--- config.mk ---
export PLATFORM = sky130hd
export DESIGN_NAME = gamma_seg7_ctrl
export DESIGN_NICKNAME = d
export VERILOG_FILES = /design/src/rtl/gamma_seg7_pkg.sv /design/src/rtl/seg7_hex_enc.sv /design/src/rtl/gamma_seg7_ctrl.sv
export SDC_FILE = /design/constraint.sdc
export NUM_CORES = 1
export LEC_CHECK = 0
export ABC_AREA = 1
export BUFFER_PORTS_ARGS = -buffer_cell sky130_fd_sc_hd__buf_2
export CAP_MARGIN = 20
export CELL_PAD_IN_SITES_DETAIL_PLACEMENT = 1
export CELL_PAD_IN_SITES_GLOBAL_PLACEMENT = 2
export CORE_MARGIN = 10
export CORE_UTILIZATION = 39
export CTS_BUF_LIST = sky130_fd_sc_hd__clkbuf_4 sky130_fd_sc_hd__clkbuf_8
export CTS_CLUSTER_SIZE = 40
export DETAILED_ROUTE_END_ITERATION = 6
export PLACE_DENSITY_LB_ADDON = 0.1
export SETUP_SLACK_MARGIN = 0.1
export SLEW_MARGIN = 40
export SYNTH_ARGS = -nofsm -noshare
export SYNTH_HDL_FRONTEND = slang
export SYNTH_HIERARCHICAL = 1
export SYNTH_SLANG_ARGS = --single-unit
--- constraint.sdc ---
create_clock -name iCLK -period 5.47 [get_ports iCLK]
set_clock_uncertainty 0.2 [all_clocks]
set_input_delay 1.094 -clock iCLK [delete_from_list [all_inputs] [get_ports iCLK]]
set_output_delay 1.094 -clock iCLK [all_outputs]
set_load 0.02 [all_outputs]
--- src/rtl/gamma_seg7_pkg.sv ---
// Shared types, hex font and gamma lookup for the gamma selection display driver.
package gamma_seg7_pkg;

  typedef logic [6:0] seg7_t;

  localparam seg7_t SEG_BLANK = 7'b1111111;

  // Active-low hex font, bit0 = segment a
  localparam seg7_t HEX_FONT [16] = '{
    7'h40, 7'h79, 7'h24, 7'h30, 7'h19, 7'h12, 7'h02, 7'h78,
    7'h00, 7'h10, 7'h08, 7'h03, 7'h46, 7'h21, 7'h06, 7'h0E
  };

  typedef enum logic [1:0] {
    IDLE   = 2'd0,
    COMMIT = 2'd1,
    BLINK  = 2'd2,
    SHOW   = 2'd3
  } state_t;

  function automatic logic [4:0] gamma_tenths(input logic [3:0] idx);
    if (idx == 4'd0) begin
      gamma_tenths = 5'd10;
    end else if (idx <= 4'd4) begin
      gamma_tenths = 5'd5 + {1'b0, idx};
    end else begin
      gamma_tenths = 5'd6 + {1'b0, idx};
    end
  endfunction

endpackage

--- src/rtl/seg7_hex_enc.sv ---
// Combinational 4-bit value to active-low 7-segment pattern.
module seg7_hex_enc
  import gamma_seg7_pkg::*;
(
  input  logic [3:0] val,
  output seg7_t      seg
);

  assign seg = HEX_FONT[val];

endmodule

--- src/rtl/gamma_seg7_ctrl.sv ---
// Debounced priority gamma selector with "U.T" 7-segment readout and LUT update strobe.
// Blink-on-change indication is built only when GAMMA_SEG7_BLINK_EN is defined.
module gamma_seg7_ctrl
  import gamma_seg7_pkg::*;
#(
  parameter int NUM_SEL       = 10,
  parameter int NUM_DIGITS    = 6,
  parameter int STABLE_CYCLES = 50000,
  parameter int BLINK_HALF    = 12500000,
  parameter int BLINK_TOGGLES = 6
) (
  input  logic                         iCLK,
  input  logic                         iRST_N,
  input  logic [NUM_SEL-1:0]           iSW,
  output logic [7*NUM_DIGITS-1:0]      oSEG,
  output logic [$clog2(NUM_SEL+1)-1:0] oGAMMA_IDX,
  output logic [4:0]                   oGAMMA_TENTHS,
  output logic                         oVALID,
  output logic                         oUPD
);

  localparam int IDX_W = $clog2(NUM_SEL + 1);
  localparam int CNT_W = $clog2(STABLE_CYCLES + 1);
  localparam int SEG_W = 7 * NUM_DIGITS;

  logic [NUM_SEL-1:0] sw_meta, sw_s, sw_prev, committed_vec, cand;
  logic [CNT_W-1:0]   cnt;
  state_t             state, state_next;
  logic               stable_change;
  logic [IDX_W-1:0]   cand_idx;
  logic               cand_valid, cand_changed;
  logic [4:0]         cand_tenths, disp_tenths;
  logic               disp_blank;
  logic [3:0]         units_digit, frac_digit;
  seg7_t              units_seg, frac_seg;
  logic [SEG_W-1:0]   seg_next;

  always_ff @(posedge iCLK or negedge iRST_N) begin
    if (!iRST_N) begin
      sw_meta <= {NUM_SEL{1'b0}};
      sw_s    <= {NUM_SEL{1'b0}};
      sw_prev <= {NUM_SEL{1'b0}};
      cnt     <= {CNT_W{1'b0}};
    end else begin
      sw_meta <= iSW;
      sw_s    <= sw_meta;
      sw_prev <= sw_s;
      if (sw_s != sw_prev) begin
        cnt <= {CNT_W{1'b0}};
      end else if (cnt != CNT_W'(STABLE_CYCLES)) begin
        cnt <= cnt + CNT_W'(1);
      end
    end
  end

  // sw_s == sw_prev keeps a fresh edge from riding on a count left over from the old vector
  assign stable_change = (sw_s == sw_prev) && (cnt >= CNT_W'(STABLE_CYCLES - 1)) &&
                         (sw_s != committed_vec);

  always_comb begin
    cand_idx = {IDX_W{1'b0}};
    for (int i = 0; i < NUM_SEL; i++) begin
      cand_idx = cand[i] ? IDX_W'(i) : cand_idx;
    end
    cand_valid   = |cand;
    cand_tenths  = cand_valid ? gamma_tenths(4'(cand_idx)) : 5'd0;
    cand_changed = (cand_idx != oGAMMA_IDX) || (cand_valid != oVALID);
  end

`ifdef GAMMA_SEG7_BLINK_EN
  localparam int HALF_W = $clog2(BLINK_HALF + 1);
  localparam int TOG_W  = $clog2(BLINK_TOGGLES + 1);

  logic [HALF_W-1:0] half_cnt;
  logic [TOG_W-1:0]  tog_cnt;
  logic              half_end, blink_done, blink_blank;

  assign half_end    = (half_cnt == HALF_W'(BLINK_HALF - 1));
  assign blink_done  = half_end && (tog_cnt == TOG_W'(BLINK_TOGGLES - 1));
  assign blink_blank = (state == BLINK) && !tog_cnt[0];

  always_ff @(posedge iCLK or negedge iRST_N) begin
    if (!iRST_N) begin
      half_cnt <= {HALF_W{1'b0}};
      tog_cnt  <= {TOG_W{1'b0}};
    end else if (state == COMMIT) begin
      half_cnt <= {HALF_W{1'b0}};
      tog_cnt  <= {TOG_W{1'b0}};
    end else if (state == BLINK) begin
      if (half_end) begin
        half_cnt <= {HALF_W{1'b0}};
        tog_cnt  <= tog_cnt + TOG_W'(1);
      end else begin
        half_cnt <= half_cnt + HALF_W'(1);
      end
    end
  end
`endif

  always_ff @(posedge iCLK or negedge iRST_N) begin
    if (!iRST_N) begin
      state <= IDLE;
    end else begin
      state <= state_next;
    end
  end

  always_comb begin
    state_next = state;
    case (state)
      IDLE, SHOW: begin
        if (stable_change) state_next = COMMIT;
        else               state_next = state;
      end
      COMMIT: begin
`ifdef GAMMA_SEG7_BLINK_EN
        state_next = cand_changed ? BLINK : SHOW;
`else
        state_next = SHOW;
`endif
      end
      BLINK: begin
`ifdef GAMMA_SEG7_BLINK_EN
        if (stable_change)   state_next = COMMIT;
        else if (blink_done) state_next = SHOW;
        else                 state_next = BLINK;
`else
        state_next = SHOW;
`endif
      end
      default: state_next = IDLE;
    endcase
  end

  // During COMMIT the display is fed the incoming values so oSEG moves on the same edge as oUPD
  always_comb begin
    disp_tenths = (state == COMMIT) ? cand_tenths : oGAMMA_TENTHS;
    disp_blank  = (state == COMMIT) ? !cand_valid : !oVALID;
`ifdef GAMMA_SEG7_BLINK_EN
    disp_blank  = disp_blank || blink_blank;
`endif
    if (disp_tenths >= 5'd20) begin
      units_digit = 4'd2;
      frac_digit  = 4'(disp_tenths - 5'd20);
    end else if (disp_tenths >= 5'd10) begin
      units_digit = 4'd1;
      frac_digit  = 4'(disp_tenths - 5'd10);
    end else begin
      units_digit = 4'd0;
      frac_digit  = 4'(disp_tenths);
    end
  end

  seg7_hex_enc u_enc_frac  (.val(frac_digit),  .seg(frac_seg));
  seg7_hex_enc u_enc_units (.val(units_digit), .seg(units_seg));

  always_comb begin
    seg_next = {SEG_W{1'b1}};
    if (!disp_blank) begin
      seg_next[6:0]  = frac_seg;
      seg_next[13:7] = units_seg;
    end else begin
      seg_next = {SEG_W{1'b1}};
    end
  end

  always_ff @(posedge iCLK or negedge iRST_N) begin
    if (!iRST_N) begin
      cand          <= {NUM_SEL{1'b0}};
      committed_vec <= {NUM_SEL{1'b0}};
      oGAMMA_IDX    <= {IDX_W{1'b0}};
      oGAMMA_TENTHS <= 5'd0;
      oVALID        <= 1'b0;
      oUPD          <= 1'b0;
      oSEG          <= {SEG_W{1'b1}};
    end else begin
      if (stable_change && (state != COMMIT)) begin
        cand <= sw_s;
      end
      if (state == COMMIT) begin
        committed_vec <= cand;
        oGAMMA_IDX    <= cand_idx;
        oGAMMA_TENTHS <= cand_tenths;
        oVALID        <= cand_valid;
      end
      oUPD <= (state == COMMIT) && cand_changed;
      oSEG <= seg_next;
    end
  end

endmodule
==> flow_summary.json <==
{
  "status": "complete, no violations",
  "seq_power_share_pct": 59.1,
  "core_area_mm2": 0.0121,
  "rsz0062_at_grt": "false",
  "die_w_um": 132,
  "min_path_type": "flop to flop",
  "clockBufferDepth": 2,
  "drtPass1Iterations": 4,
  "slew_headroom_pct": 54.3,
  "drc_errors": 0,
  "syn-mean-instance-area_um2": 8.49,
  "dieArea_mm2": 0.0173,
  "wl_per_cell_um": 14.3,
  "p_int_mw": 0.888,
  "num_vias": 3627,
  "holdWs_ps": 155,
  "cts_inserted_buffers": 9,
  "ff2ff_setup_slack_ps": 1450,
  "power.share.clock_pct": 36.0,
  "p_leak_nw": 2.61,
  "cts_tree": "built",
  "arrival_ps": 4120,
  "p_sw_mw": 0.307,
  "port_buffers": 36,
  "grt_pass1_vias": 4010,
  "initial_core_util_pct": 40.2,
  "finalSetupViolations": 0,
  "syn_inst": 573,
  "critPathLaunch": "cand[2]",
  "critPathSlowestCell": "dfrtp_1",
  "syn-cell-area_mm2": 0.00487,
  "drt_iter0_drc": 202,
  "clock_latency_ps": 370,
  "die_y_um": 132,
  "hold_viol_final": 0,
  "synth_cell_types": 42,
  "grt_pass1_wl_mm": 19.4,
  "dp_slack_ps": 1430,
  "root_buffer": "clkbuf_8",
  "hold_start": "sw_meta[9]",
  "cp-start-kind": "flop",
  "path_class": "flop to flop",
  "postCtsResizedCells": 0,
  "rr_endpoint": "oSEG[3]",
  "cts_sinks": 93,
  "fin_crit_ps": 4020,
  "vdd_drop_max_mv": 0.112,
  "path_common_cell": "nand2_1",
  "power.density_mw_per_mm2": 226,
  "avgViaCountPerCell": 4.63,
  "final_cell_mix": "143 x nand2_1, 79 x dfrtp_1, 76 x inv_1",
  "place_congestion": 0.789,
  "yosysSeqAreaShare_pct": 48.2,
  "endpoint_kind": "flop",
  "finalCritPeriodShare_pct": 73.5,
  "grt_use_total_pct": 13.4,
  "reg2regPathDepth": 33,
  "cp.buffers_inverters": 8,
  "max_freq_mhz": 249,
  "cts-htree-levels": 3,
  "antenna_cells": 0,
  "maxSlewViolCount": 0,
  "layout.nets": 648,
  "maxCapViolations": 0,
  "drive_gt1_share_pct": 16.9,
  "wl_mm": 11.2,
  "p_sw_share_pct": 25.7,
  "antenna_found_initial": 0,
  "path_delay_family": "simple AND/OR/NAND/NOR gates",
  "clkTransAtPathRegs_ps": 90,
  "ant_nets": 0,
  "io_pins": 65,
  "ctsHoldBuffers": 0,
  "postLayoutCoreUtil_pct": 43.7,
  "worst_slack_ps": 1450,
  "pwr-share-comb_pct": 4.8,
  "critPathMaxStageDelay_ps": 400,
  "grt.overflow.total": 0,
  "hold-path-cell-count": 0,
  "hold_end": "sw_s[9]",
  "r2r-start": "cand[2]",
  "finalPower_mw": 1.20,
  "fp-row-count": 40,
  "max_slew.worst_pin.slew_ps": 685,
  "path_max_fanout": 5,
  "finalSetupTns_ps": 0,
  "ys_ff_latch": 93,
  "grt_max_degree": 52,
  "dpl.hpwl_mm": 8.47,
  "synthToLayoutAreaGrowth_pct": 8.64,
  "cp_data_required_time_ps": 5570,
  "final_common_cell": "nand2_1",
  "cts_setup_buffers": 0,
  "synth_warnings": 6
}
layer usage:
| metal | share of wire [%] | wire length [µm] | up-vias | global-route usage (%) |
|---|---|---|---|---|
| li1 | - | - | 1805 | - |
| met1 | 47 | 5210 | 1761 | 16.1 |
| met2 | 49 | 5480 | 44 | 23.1 |
| met3 | 2.2 | 241 | 17 | 2.17 |
| met4 | 2.4 | 264 | 0 | 6.24 |
| met5 | 0 | 0 | - | 0 |
cell usage after synthesis:
master,instances,area share (%)
inv_2,12,0.93
or2_2,1,0.13
o21a_1,2,0.31
nand2_2,6,0.77
nand3_4,1,0.36
xnor2_1,6,1.1
a21oi_2,3,0.54
a221oi_1,3,0.54
nand2_1,143,11
buf_6,2,0.46
o21ai_2,2,0.36
o31ai_1,1,0.15
a21oi_1,18,1.9
nor3_4,1,0.33
conb_1,2,0.15
inv_1,76,5.9
nand4_1,3,0.39
o21ai_1,17,1.7
or2_1,1,0.13
buf_2,6,0.62
a211oi_1,1,0.15
buf_1,1,0.077
or2_0,1,0.13
nand4_2,1,0.26
nor2_1,29,2.2
nor3_1,4,0.41
o21ai_0,21,2.2
nor4_2,1,0.26
clkbuf_1,2,0.15
xor2_1,8,1.4
dfstp_2,14,7.6
buf_4,28,4.3
nor2_4,2,0.46
dfrtp_1,79,41
a21oi_4,1,0.33
nor4_1,5,0.64
clkinv_1,2,0.15
nand3_1,34,3.5
ha_1,24,6.2
nand3_2,1,0.21
nor2_2,4,0.51
o22ai_1,4,0.51
power groups by stage:
stage / sequential (mW) / clock (mW) / combinational [mW]
2_1_floorplan: 0.717 / 0 / 0.0505
3_3_place_gp: 0.720 / 0 / 0.0560
3_5_place_dp: 0.720 / 0 / 0.0572
4_1_cts: 0.707 / 0.448 / 0.0574
5_1_grt: 0.709 / 0.475 / 0.0662
6_report: 0.707 / 0.431 / 0.0578
registers in the layout (all words and copies together), names as in the netlist, 5 cells and up:
| signal | cells |
|---|---|
| oGAMMA_TENTHS | 5 |
| sw_prev | 10 |
| sw_meta | 10 |
| committed_vec | 10 |
| oSEG | 14 |
| sw_s | 10 |
| cnt | 16 |
| cand | 10 |
layout make-up:
cell class | count | area [µm²]
fill | 1523 | 6820
sequential | 93 | 2340
multi-input combinational | 381 | 2030
inverter | 90 | 338
tap | 168 | 210
timing repair buffer | 37 | 190
clock buffer | 10 | 138
clock inverter | 5 | 35.0
stage by stage:
stage,instances,instance area [µm²]
after CTS,784,5280
after global routing,784,5290
after global placement,769,5110
after detailed placement,769,5110
after floorplan,603,4980
final,784,5290
cell families after synthesis:
logic type	synth area share [%]
compound gates	8.66
xor+xnor	2.52
fa+ha+maj	6.17
buf+inv	12.6
flops	48.2
other cells	0.154
simple gates	21.7
how the worst max path moves through the flow:
stage / to / slack (ps) / cells after the start
final: oSEG[3] / 1450 / 33
after global routing: oSEG[3] / 980 / 32
after CTS: oSEG[3] / 1390 / 33
after detailed placement: oSEG[3] / 1430 / 32
after global placement: oSEG[3] / 1560 / 32
after floorplan: oSEG[3] / 2120 / 32
worst register-to-register path, delay by kind of cell (launching register included):
kind	cells	cell delay, ps
AND/OR/NAND/NOR	20	1520
buffers and inverters	8	800
adder cells (fa/ha/maj)	3	660
flip-flops	1	400
AO/OA/AOI/OAI	2	360
Note: power is estimated with default switching activity, not from simulation.
